--- src/rtl/sys_bus_pkg.sv ---
// Shared types, address-field positions and helpers for the single-master,
// N-slave memory-bus router.
package sys_bus_pkg;

  typedef enum logic [1:0] {
    IDLE = 2'd0,
    BUSY = 2'd1,
    RESP = 2'd2
  } state_t;

  localparam int SEL_MSB = 31;
  localparam int SEL_LSB = 24;

  localparam logic [31:0] ERR_RDATA_DEFAULT = 32'hDEAD_BEEF;

  // Slaves see only the low 24 bits; the select byte is stripped off.
  function automatic logic [31:0] local_addr(input logic [31:0] addr);
    return {8'h00, addr[23:0]};
  endfunction

endpackage

--- src/rtl/sys_bus_decoder.sv ---
// Combinational address decode: slave select byte, in-range flag and the
// slave-local address.
import sys_bus_pkg::*;

module sys_bus_decoder #(
  parameter int N_SLAVES = 4
) (
  input  logic [31:0] addr,
  output logic [7:0]  sel,
  output logic        valid,
  output logic [31:0] offset
);

  assign sel    = addr[SEL_MSB:SEL_LSB];
  assign valid  = (32'(sel) < 32'(N_SLAVES));
  assign offset = local_addr(addr);

endmodule

--- src/rtl/sys_bus_router.sv ---
// Single-master to N-slave bus router: decodes, holds the slave request until
// ready or timeout, and returns a one-cycle response (error on unmapped/timeout).
import sys_bus_pkg::*;

module sys_bus_router #(
  parameter int          N_SLAVES       = 4,
  parameter int          TIMEOUT_CYCLES = 64,
  parameter logic [31:0] ERR_RDATA      = ERR_RDATA_DEFAULT
) (
  input  logic                  clk_i,
  input  logic                  rst_i,
  input  logic                  m_req_i,
  input  logic                  m_we_i,
  input  logic [3:0]            m_be_i,
  input  logic [31:0]           m_addr_i,
  input  logic [31:0]           m_wd_i,
  output logic [31:0]           m_rd_o,
  output logic                  m_ready_o,
  output logic                  m_err_o,
  output logic                  m_busy_o,
  output logic [N_SLAVES-1:0]   s_req_o,
  output logic                  s_we_o,
  output logic [3:0]            s_be_o,
  output logic [31:0]           s_addr_o,
  output logic [31:0]           s_wd_o,
  input  logic [32*N_SLAVES-1:0] s_rd_i,
  input  logic [N_SLAVES-1:0]   s_ready_i
);

  localparam int CW = $clog2(TIMEOUT_CYCLES + 1);

  state_t        state, state_nx;
  logic [CW-1:0] cnt;
  logic [7:0]    sel_q;
  logic          we_q;
  logic [3:0]    be_q;
  logic [31:0]   addr_q;
  logic [31:0]   wd_q;
  logic [31:0]   rd_q;
  logic          err_q;

  logic [7:0]    dec_sel;
  logic          dec_valid;
  logic [31:0]   dec_offset;
  logic          sel_ready;
  logic [31:0]   sel_rd;
  logic          expired;

  sys_bus_decoder #(.N_SLAVES(N_SLAVES)) u_decoder (
    .addr   (m_addr_i),
    .sel    (dec_sel),
    .valid  (dec_valid),
    .offset (dec_offset)
  );

  // Only the selected slave's ready and read-data slice are visible to the FSM.
  always_comb begin
    sel_ready = 1'b0;
    sel_rd    = '0;
    for (int k = 0; k < N_SLAVES; k++) begin
      if (sel_q == 8'(k)) begin
        sel_ready = s_ready_i[k];
        sel_rd    = s_rd_i[32*k +: 32];
      end
    end
  end

  assign expired = (cnt == CW'(TIMEOUT_CYCLES - 1));

  always_ff @(posedge clk_i or posedge rst_i) begin
    if (rst_i) state <= IDLE;
    else       state <= state_nx;
  end

  always_comb begin
    state_nx = state;
    case (state)
      IDLE:    if (m_req_i) state_nx = dec_valid ? BUSY : RESP;
      BUSY:    if (sel_ready || expired) state_nx = RESP;
      RESP:    state_nx = IDLE;
      default: state_nx = IDLE;
    endcase
  end

  always_comb begin
    s_req_o   = '0;
    m_ready_o = 1'b0;
    m_err_o   = 1'b0;
    m_busy_o  = (state != IDLE);
    case (state)
      BUSY: begin
        for (int k = 0; k < N_SLAVES; k++) s_req_o[k] = (sel_q == 8'(k));
      end
      RESP: begin
        m_ready_o = 1'b1;
        m_err_o   = err_q;
      end
      default: ;
    endcase
  end

  // Ready has priority over expiry on the same cycle.
  always_ff @(posedge clk_i or posedge rst_i) begin
    if (rst_i) begin
      cnt    <= '0;
      sel_q  <= '0;
      we_q   <= 1'b0;
      be_q   <= '0;
      addr_q <= '0;
      wd_q   <= '0;
      rd_q   <= '0;
      err_q  <= 1'b0;
    end else begin
      case (state)
        IDLE: begin
          if (m_req_i) begin
            sel_q  <= dec_sel;
            we_q   <= m_we_i;
            be_q   <= m_be_i;
            addr_q <= dec_offset;
            wd_q   <= m_wd_i;
            cnt    <= '0;
            if (!dec_valid) begin
              err_q <= 1'b1;
              rd_q  <= ERR_RDATA;
            end
          end
        end
        BUSY: begin
          if (sel_ready) begin
            rd_q  <= sel_rd;
            err_q <= 1'b0;
          end else if (expired) begin
            rd_q  <= ERR_RDATA;
            err_q <= 1'b1;
          end else begin
            cnt <= cnt + CW'(1);
          end
        end
        default: ;
      endcase
    end
  end

  assign m_rd_o   = rd_q;
  assign s_we_o   = we_q;
  assign s_be_o   = be_q;
  assign s_addr_o = addr_q;
  assign s_wd_o   = wd_q;

endmodule

--- config.mk ---
export PLATFORM = sky130hd
export DESIGN_NAME = sys_bus_router
export DESIGN_NICKNAME = d
export VERILOG_FILES = /design/src/rtl/sys_bus_pkg.sv /design/src/rtl/sys_bus_decoder.sv /design/src/rtl/sys_bus_router.sv
export SDC_FILE = /design/constraint.sdc
export NUM_CORES = 1
export LEC_CHECK = 0
export CELL_PAD_IN_SITES_DETAIL_PLACEMENT = 2
export CELL_PAD_IN_SITES_GLOBAL_PLACEMENT = 2
export CORE_MARGIN = 2
export CORE_UTILIZATION = 20
export CTS_CLUSTER_DIAMETER = 200
export DETAILED_ROUTE_END_ITERATION = 16
export PLACE_DENSITY_LB_ADDON = 0.1
export SYNTH_ARGS = -nofsm -noshare
export SYNTH_HDL_FRONTEND = slang
export SYNTH_HIERARCHICAL = 1
export SYNTH_SLANG_ARGS = --single-unit
--- constraint.sdc ---
create_clock -name clk_i -period 4.05 [get_ports clk_i]
set_input_delay 0.81 -clock clk_i [delete_from_list [all_inputs] [get_ports clk_i]]
set_output_delay 0.81 -clock clk_i [all_outputs]
set_load 0.02 [all_outputs]
==> results.sh, run 1 <==
export IMPL_status="completed"
export IMPL_dr_pass1_iters=4
export IMPL_grt_max_degree=78
export IMPL_leakagePower_nw=4.09
export IMPL_maxCapViolCount=0
export IMPL_die_y_microns=174
export IMPL_reg2regPathDepth=6
export IMPL_num_rows=62
export IMPL_required_ns=3.24
export IMPL_tns_ns=0
export IMPL_placed_area_sq_mm=0.00900
export IMPL_cts_root_buffer="clkbuf_16"
export IMPL_globalplace_congestion=0.855
export IMPL_via_per_inst=4.21
export IMPL_cts_reportedPaths_clkPinSlew_ns=0.05
export IMPL_fin_crit_ns=3.36
export IMPL_antenna_found_initial=0
export IMPL_synth_area_leader_cell="dfrtp_1"
export IMPL_stdcell_area_sq_mm=0.00967
export IMPL_rrSetupSlack_ns=1.50
export IMPL_drt_iter0_drc=128
export IMPL_die_area_sq_mm=0.0302
export IMPL_critical_path_class="flop to primary output"
export IMPL_synthTopCellsByCount="nand2_1 (261), dfrtp_1 (119), buf_4 (40)"
export IMPL_io_buffers=311
export IMPL_cp_max_fo=4
export IMPL_hold_class="flop to flop"
export IMPL_period_share=0.829
export IMPL_pin_count=312
export IMPL_cts_made_buffers=17
export IMPL_crit_end="s_req_o[1]"
export IMPL_hold_ws_ns=0.477
export IMPL_crit_path_start_kind="flop"
export IMPL_r2r_start="cnt[0]$_DFFE_PP0P_"
export IMPL_cts_tree="yes"
export IMPL_drc=0
export IMPL_htreeDepth=4
export IMPL_grt_pass1_wl_mm=36.5
export IMPL_dieWidth_microns=174
export IMPL_synth_edf_count=0
export IMPL_rsz0062_at_grt="false"
export IMPL_setup_viol=0
export IMPL_cp_startpoint="sel_q[7]$_DFFE_PP0P_"
export IMPL_ys_seq_area_frac=0.517
export IMPL_numClockSinks=119
export IMPL_async_flop_share=1.00
export IMPL_slew_headroom=0.183
export IMPL_insertion_delay_ns=0.42
export IMPL_wl_mm=23.1
export IMPL_clockBufferDepth=2
export IMPL_timing_rr_end="m_rd_o[13]$_DFFE_PP0P_"
export IMPL_syn_inst=568
export IMPL_cts_resized=0
export IMPL_finalHoldViolCount=0
export IMPL_initial_core_util=0.202
export IMPL_drive_above_1_share=0.0931
export IMPL_syn_avg_cell_area_sq_um=10.1
export IMPL_antenna_cells=0
export IMPL_netlist_area_sq_mm=0.00576
export IMPL_grt_util_all_layers=0.155
export IMPL_nNetsFinal=1042
export IMPL_hpwl_mm=17.6
export IMPL_synth_top_area_frac=0.517
export IMPL_synth_seq_cells=119
export IMPL_p_per_area_mw_per_mm2=428
export IMPL_grt_overflow_total=0
export IMPL_syn2layout_area_growth_pct=67.8
export IMPL_wire_per_inst_microns=18.8
export IMPL_worstSetupEndpointType="primary output"
export IMPL_yosysUniqueCellTypes=32
export IMPL_cts_setup_buffers=0
export IMPL_maxSlewViolCount=0
export IMPL_synth_area_leaders="dfrtp_1 (52%), nand2_1 (17%), mux4_2 (13%)"
export IMPL_worst_pin_slew_ns=1.23
export IMPL_peakVddDrop_uv=269
export IMPL_first_global_vias=5910
export IMPL_cp_arrival_ns=2.55
export IMPL_synthFlopType="dfrtp_1"
export IMPL_synth_warnings=6
export IMPL_vias=5190
export IMPL_core_area_sq_mm=0.0285
export IMPL_fin_skew_ns=0.0118
export IMPL_hold_buffers=0
export IMPL_clock_fmax_mhz=298
export IMPL_yosysMostFrequentCell="nand2_1"
export IMPL_ant_nets=0
[placed cells by master (no fill, tap or decap), types with 4 or more instances in the layout]
cell / instances
a22o_1: 8
a2bb2oi_1: 24
buf_4: 6
bufinv_16: 5
clkbuf_16: 17
clkdlybuf4s50_1: 311
conb_1: 8
dfrtp_1: 118
inv_1: 6
mux4_2: 33
nand2_1: 260
nor2_1: 5
o31ai_1: 4
[metal layers]
metal	global-route usage	vias up	share of wire
met1	0.187	2588	0.42
met4	0.0396	0	0.011
met2	0.267	203	0.49
li1	-	2385	-
met5	0	-	0
met3	0.0507	14	0.073
[critical path, stage by stage (launching register included)]
cell	delay, ns
dfrtp_1	0.37
nor4_1	0.54
and2_1	0.27
nand2_1	0.10
nor3_1	0.15
clkdlybuf4s50_1	0.71
[how the worst min path moves through the flow]
stage,startpoint,endpoint,slack (ns),cells after the start
6_report,s_wd_o[30]$_DFFE_PP0P_,s_wd_o[30]$_DFFE_PP0P_,0.48,2
5_1_grt,s_wd_o[30]$_DFFE_PP0P_,s_wd_o[30]$_DFFE_PP0P_,0.51,2
4_1_cts,s_wd_o[9]$_DFFE_PP0P_,s_wd_o[9]$_DFFE_PP0P_,0.48,2
3_5_place_dp,s_wd_o[11]$_DFFE_PP0P_,s_wd_o[11]$_DFFE_PP0P_,0.47,2
3_3_place_gp,s_addr_o[11]$_DFFE_PP0P_,s_addr_o[11]$_DFFE_PP0P_,0.46,2
2_1_floorplan,sel_q[7]$_DFFE_PP0P_,sel_q[7]$_DFFE_PP0P_,0.45,2
[metrics by stage]
stage	instances	total power, W	util	worst slack [ns]
2_1_floorplan	575	0.00191	-	0.0825
3_3_place_gp	1202	0.00244	0.315	0.992
3_5_place_dp	1202	0.00246	0.315	0.861
4_1_cts	1233	0.00423	0.339	0.667
5_1_grt	1233	0.00436	0.339	0.489
6_report	1233	0.00414	0.339	0.691
[area by class of cell]
cell class,instances,area [sq um]
fillers,3120,18900
clock buffers,20,467
flip-flops and latches,119,2980
well taps,384,480
multi-input cells,372,2310
clock inverters,11,196
repair buffers,319,3200
inverters,8,35.0
[state kept, by name (all words and copies together), names as in the netlist]
register  cells
s_addr_o     32
s_be_o        4
err_q         1
s_we_o        1
sel_q         8
cnt           7
m_rd_o       32
state         2
s_wd_o       32
[where the power goes]
| group | leakage (nW) | total (W) | switching, W | internal, W |
|---|---|---|---|---|
| Combinational | 2.38 | 0.00103 | 0.000489 | 0.000539 |
| Clock | 0.318 | 0.00172 | 0.000580 | 0.00114 |
| Sequential | 1.40 | 0.00139 | 0.0000774 | 0.00131 |
| Total | 4.09 | 0.00414 | 0.00115 | 0.00299 |
[cell families after synthesis]
logic type / count (synthesis) / share of synthesized area
mux: 36 / 0.134
fa+ha+maj: 1 / 0.00217
compound gates: 44 / 0.0673
other cells: 1 / 0.000651
flops: 119 / 0.517
buf+inv: 84 / 0.0871
simple gates: 283 / 0.192
(Power assumes the default switching activity.)
==> run 2, diff against run 1 <==
==> constraint.sdc (replaced) <==
create_clock -name clk_i -period 2.8 [get_ports clk_i]
set_input_delay 0.56 -clock clk_i [delete_from_list [all_inputs] [get_ports clk_i]]
set_output_delay 0.56 -clock clk_i [all_outputs]
set_load 0.02 [all_outputs]
==> run 2 against run 1 <==
  * Non-clock buffer count rose by 5
  * Hold slack got worse by 0.0023 ns
  * Total power rose by 44%
  * Die area did not move
  * First-iteration DRC count rose by 3.9%
  * Sequential share of layout area fell by 0.15 points
  * Routed wire length rose by 1.0%
  * Largest cell class unchanged
  * Critical path depth did not move
  * Core utilization rose by 0.17 points
  * Final area rose by 0.49%
  * Largest power group unchanged
  * Register-to-register slack got worse by 1.0 ns
==> results.sh, run 2 (same netlist as run 1, synthesis figures left out) <==
export IMPL_status="completed"
export IMPL_io_buffers=311
export IMPL_cts_root_buffer="clkbuf_16"
export IMPL_wl_mm=23.4
export IMPL_via_per_inst=4.22
export IMPL_numClockSinks=119
export IMPL_p_sw_frac=0.278
export IMPL_drc=0
export IMPL_grt_max_degree=120
export IMPL_initial_core_util=0.202
export IMPL_die_area_sq_mm=0.0302
export IMPL_globalplace_congestion=0.891
export IMPL_num_rows=62
export IMPL_cts_tree="yes"
export IMPL_hold_class="flop to flop"
export IMPL_p_per_area_mw_per_mm2=611
export IMPL_die_y_microns=174
export IMPL_core_area_sq_mm=0.0285
export IMPL_final_common_cell="clkdlybuf4s50_1"
export IMPL_grt_overflow_total=0
export IMPL_cp_max_fo=3
export IMPL_crit_path_start_kind="flop"
export IMPL_worstSetupEndpointType="primary output"
export IMPL_dieWidth_microns=174
export IMPL_utilization=0.340
export IMPL_fin_skew_ns=0.00962
export IMPL_ant_nets=0
export IMPL_syn2layout_area_growth_pct=68.6
export IMPL_peakVddDrop_uv=349
export IMPL_cts_made_buffers=17
export IMPL_pin_count=312
export IMPL_finalHoldViolCount=0
export IMPL_maxSlewViolCount=0
export IMPL_p_int_w=0.00429
export IMPL_dp_cells=1207
export IMPL_cts_reportedPaths_clkPinSlew_ns=0.05
export IMPL_grt_pass1_wl_mm=36.9
export IMPL_maxCapViolCount=0
export IMPL_fin_crit_ns=2.51
export IMPL_first_global_vias=6069
export IMPL_cp_startpoint="sel_q[7]$_DFFE_PP0P_"
export IMPL_drt_iter0_drc=133
export IMPL_grt_util_all_layers=0.158
export IMPL_antenna_found_initial=1
export IMPL_drive_above_1_share=0.0995
export IMPL_tns_ns=0
export IMPL_wire_per_inst_microns=18.9
export IMPL_vias=5232
export IMPL_dr_pass1_iters=4
export IMPL_clockBufferDepth=2
export IMPL_num_fill_cells=3152
export IMPL_seq_area_sq_mm=0.00298
export IMPL_hpwl_mm=17.7
export IMPL_worst_pin_slew_ns=0.691
export IMPL_insertion_delay_ns=0.41
export IMPL_setup_viol=0
export IMPL_p_clk_frac=0.408
export IMPL_r2r_start="sel_q[0]$_DFFE_PP0P_"
export IMPL_multi_input_area_sq_mm=0.00233
export IMPL_hold_buffers=0
export IMPL_leakagePower_nw=4.13
export IMPL_layout_common_cells="clkdlybuf4s50_1 (307), nand2_1 (260), dfrtp_1 (118)"
export IMPL_cp_arrival_ns=1.95
export IMPL_critical_path_class="flop to primary output"
export IMPL_stdcell_area_sq_mm=0.00972
export IMPL_power_frac_comb=0.252
export IMPL_switchingPower_w=0.00165
export IMPL_period_share=0.898
export IMPL_nNetsFinal=1047
export IMPL_rsz0062_at_grt="false"
export IMPL_htreeDepth=4
export IMPL_instances_no_fill=1239
export IMPL_min_delay_start="s_addr_o[6]$_DFFE_PP0P_"
export IMPL_slew_headroom=0.539
export IMPL_seq_power_share=0.341
export IMPL_clock_fmax_mhz=398
export IMPL_placed_area_sq_mm=0.00906
export IMPL_required_ns=2.24
-- run 2: final timing paths --
kind | end | slack (ns) | depth (start not counted)
worst max-delay path | s_req_o[0] | 0.29 | 5
worst min-delay path | s_addr_o[6]$_DFFE_PP0P_ | 0.47 | 2
worst max register to register | cnt[6]$_DFFE_PP0P_ | 0.46 | 4
worst min register to register | s_addr_o[6]$_DFFE_PP0P_ | 0.47 | 2
max in group asynchronous | sel_q[6]$_DFFE_PP0P_ | 1.56 | 3
min in group asynchronous | m_rd_o[16]$_DFFE_PP0P_ | 0.73 | 3
-- run 2: critical path, stage by stage, from the launching register on --
cell	delay, ns
dfrtp_1	0.41
nor4_4	0.33
and2_4	0.21
nand2_1	0.06
nor3_1	0.16
dlygate4sd2_1	0.38
-- run 2: layer usage --
| metal | GRT usage | wire length [microns] | up-vias | part of all wire |
|---|---|---|---|---|
| met5 | 0 | 0 | - | 0 |
| li1 | - | - | 2397 | - |
| met4 | 0.0452 | 314 | 0 | 0.013 |
| met3 | 0.0489 | 1730 | 17 | 0.074 |
| met1 | 0.195 | 10000 | 2608 | 0.43 |
| met2 | 0.267 | 11300 | 210 | 0.48 |
-- run 2: power groups by stage --
stage	registers (W)	clock network (W)	logic, W
5_1_grt	0.00205	0.00259	0.00162
3_3_place_gp	0.00204	0	0.00149
3_5_place_dp	0.00205	0	0.00152
4_1_cts	0.00203	0.00251	0.00153
6_report	0.00202	0.00242	0.00150
2_1_floorplan	0.00221	0	0.000564
-- run 2: final cells by class --
class                   instances  area share
repair buffers                324       0.334
flip-flops and latches        119       0.307
multi-input cells             372       0.240
well taps                     384      0.0495
clock buffers                  19      0.0456
clock inverters                12      0.0207
inverters                       8     0.00373
diodes                          1    0.000258
-- run 2: through the flow --
stage / power, W / setup WS (ns) / hold WS, ns
final: 0.00594 / 0.286 / 0.475
after global routing: 0.00626 / 0.121 / 0.507
after CTS: 0.00607 / 0.221 / 0.480
after detailed placement: 0.00357 / 0.0925 / 0.468
after global placement: 0.00352 / 0.156 / 0.458
after floorplan: 0.00277 / 0.469 / 0.446
-- run 2: timing repair --
item | 4_1_cts | 5_1_grt
endpoints found under the setup margin | 4 | 0
gates resized for setup | 7 | 0
buffers inserted | 0 | 0
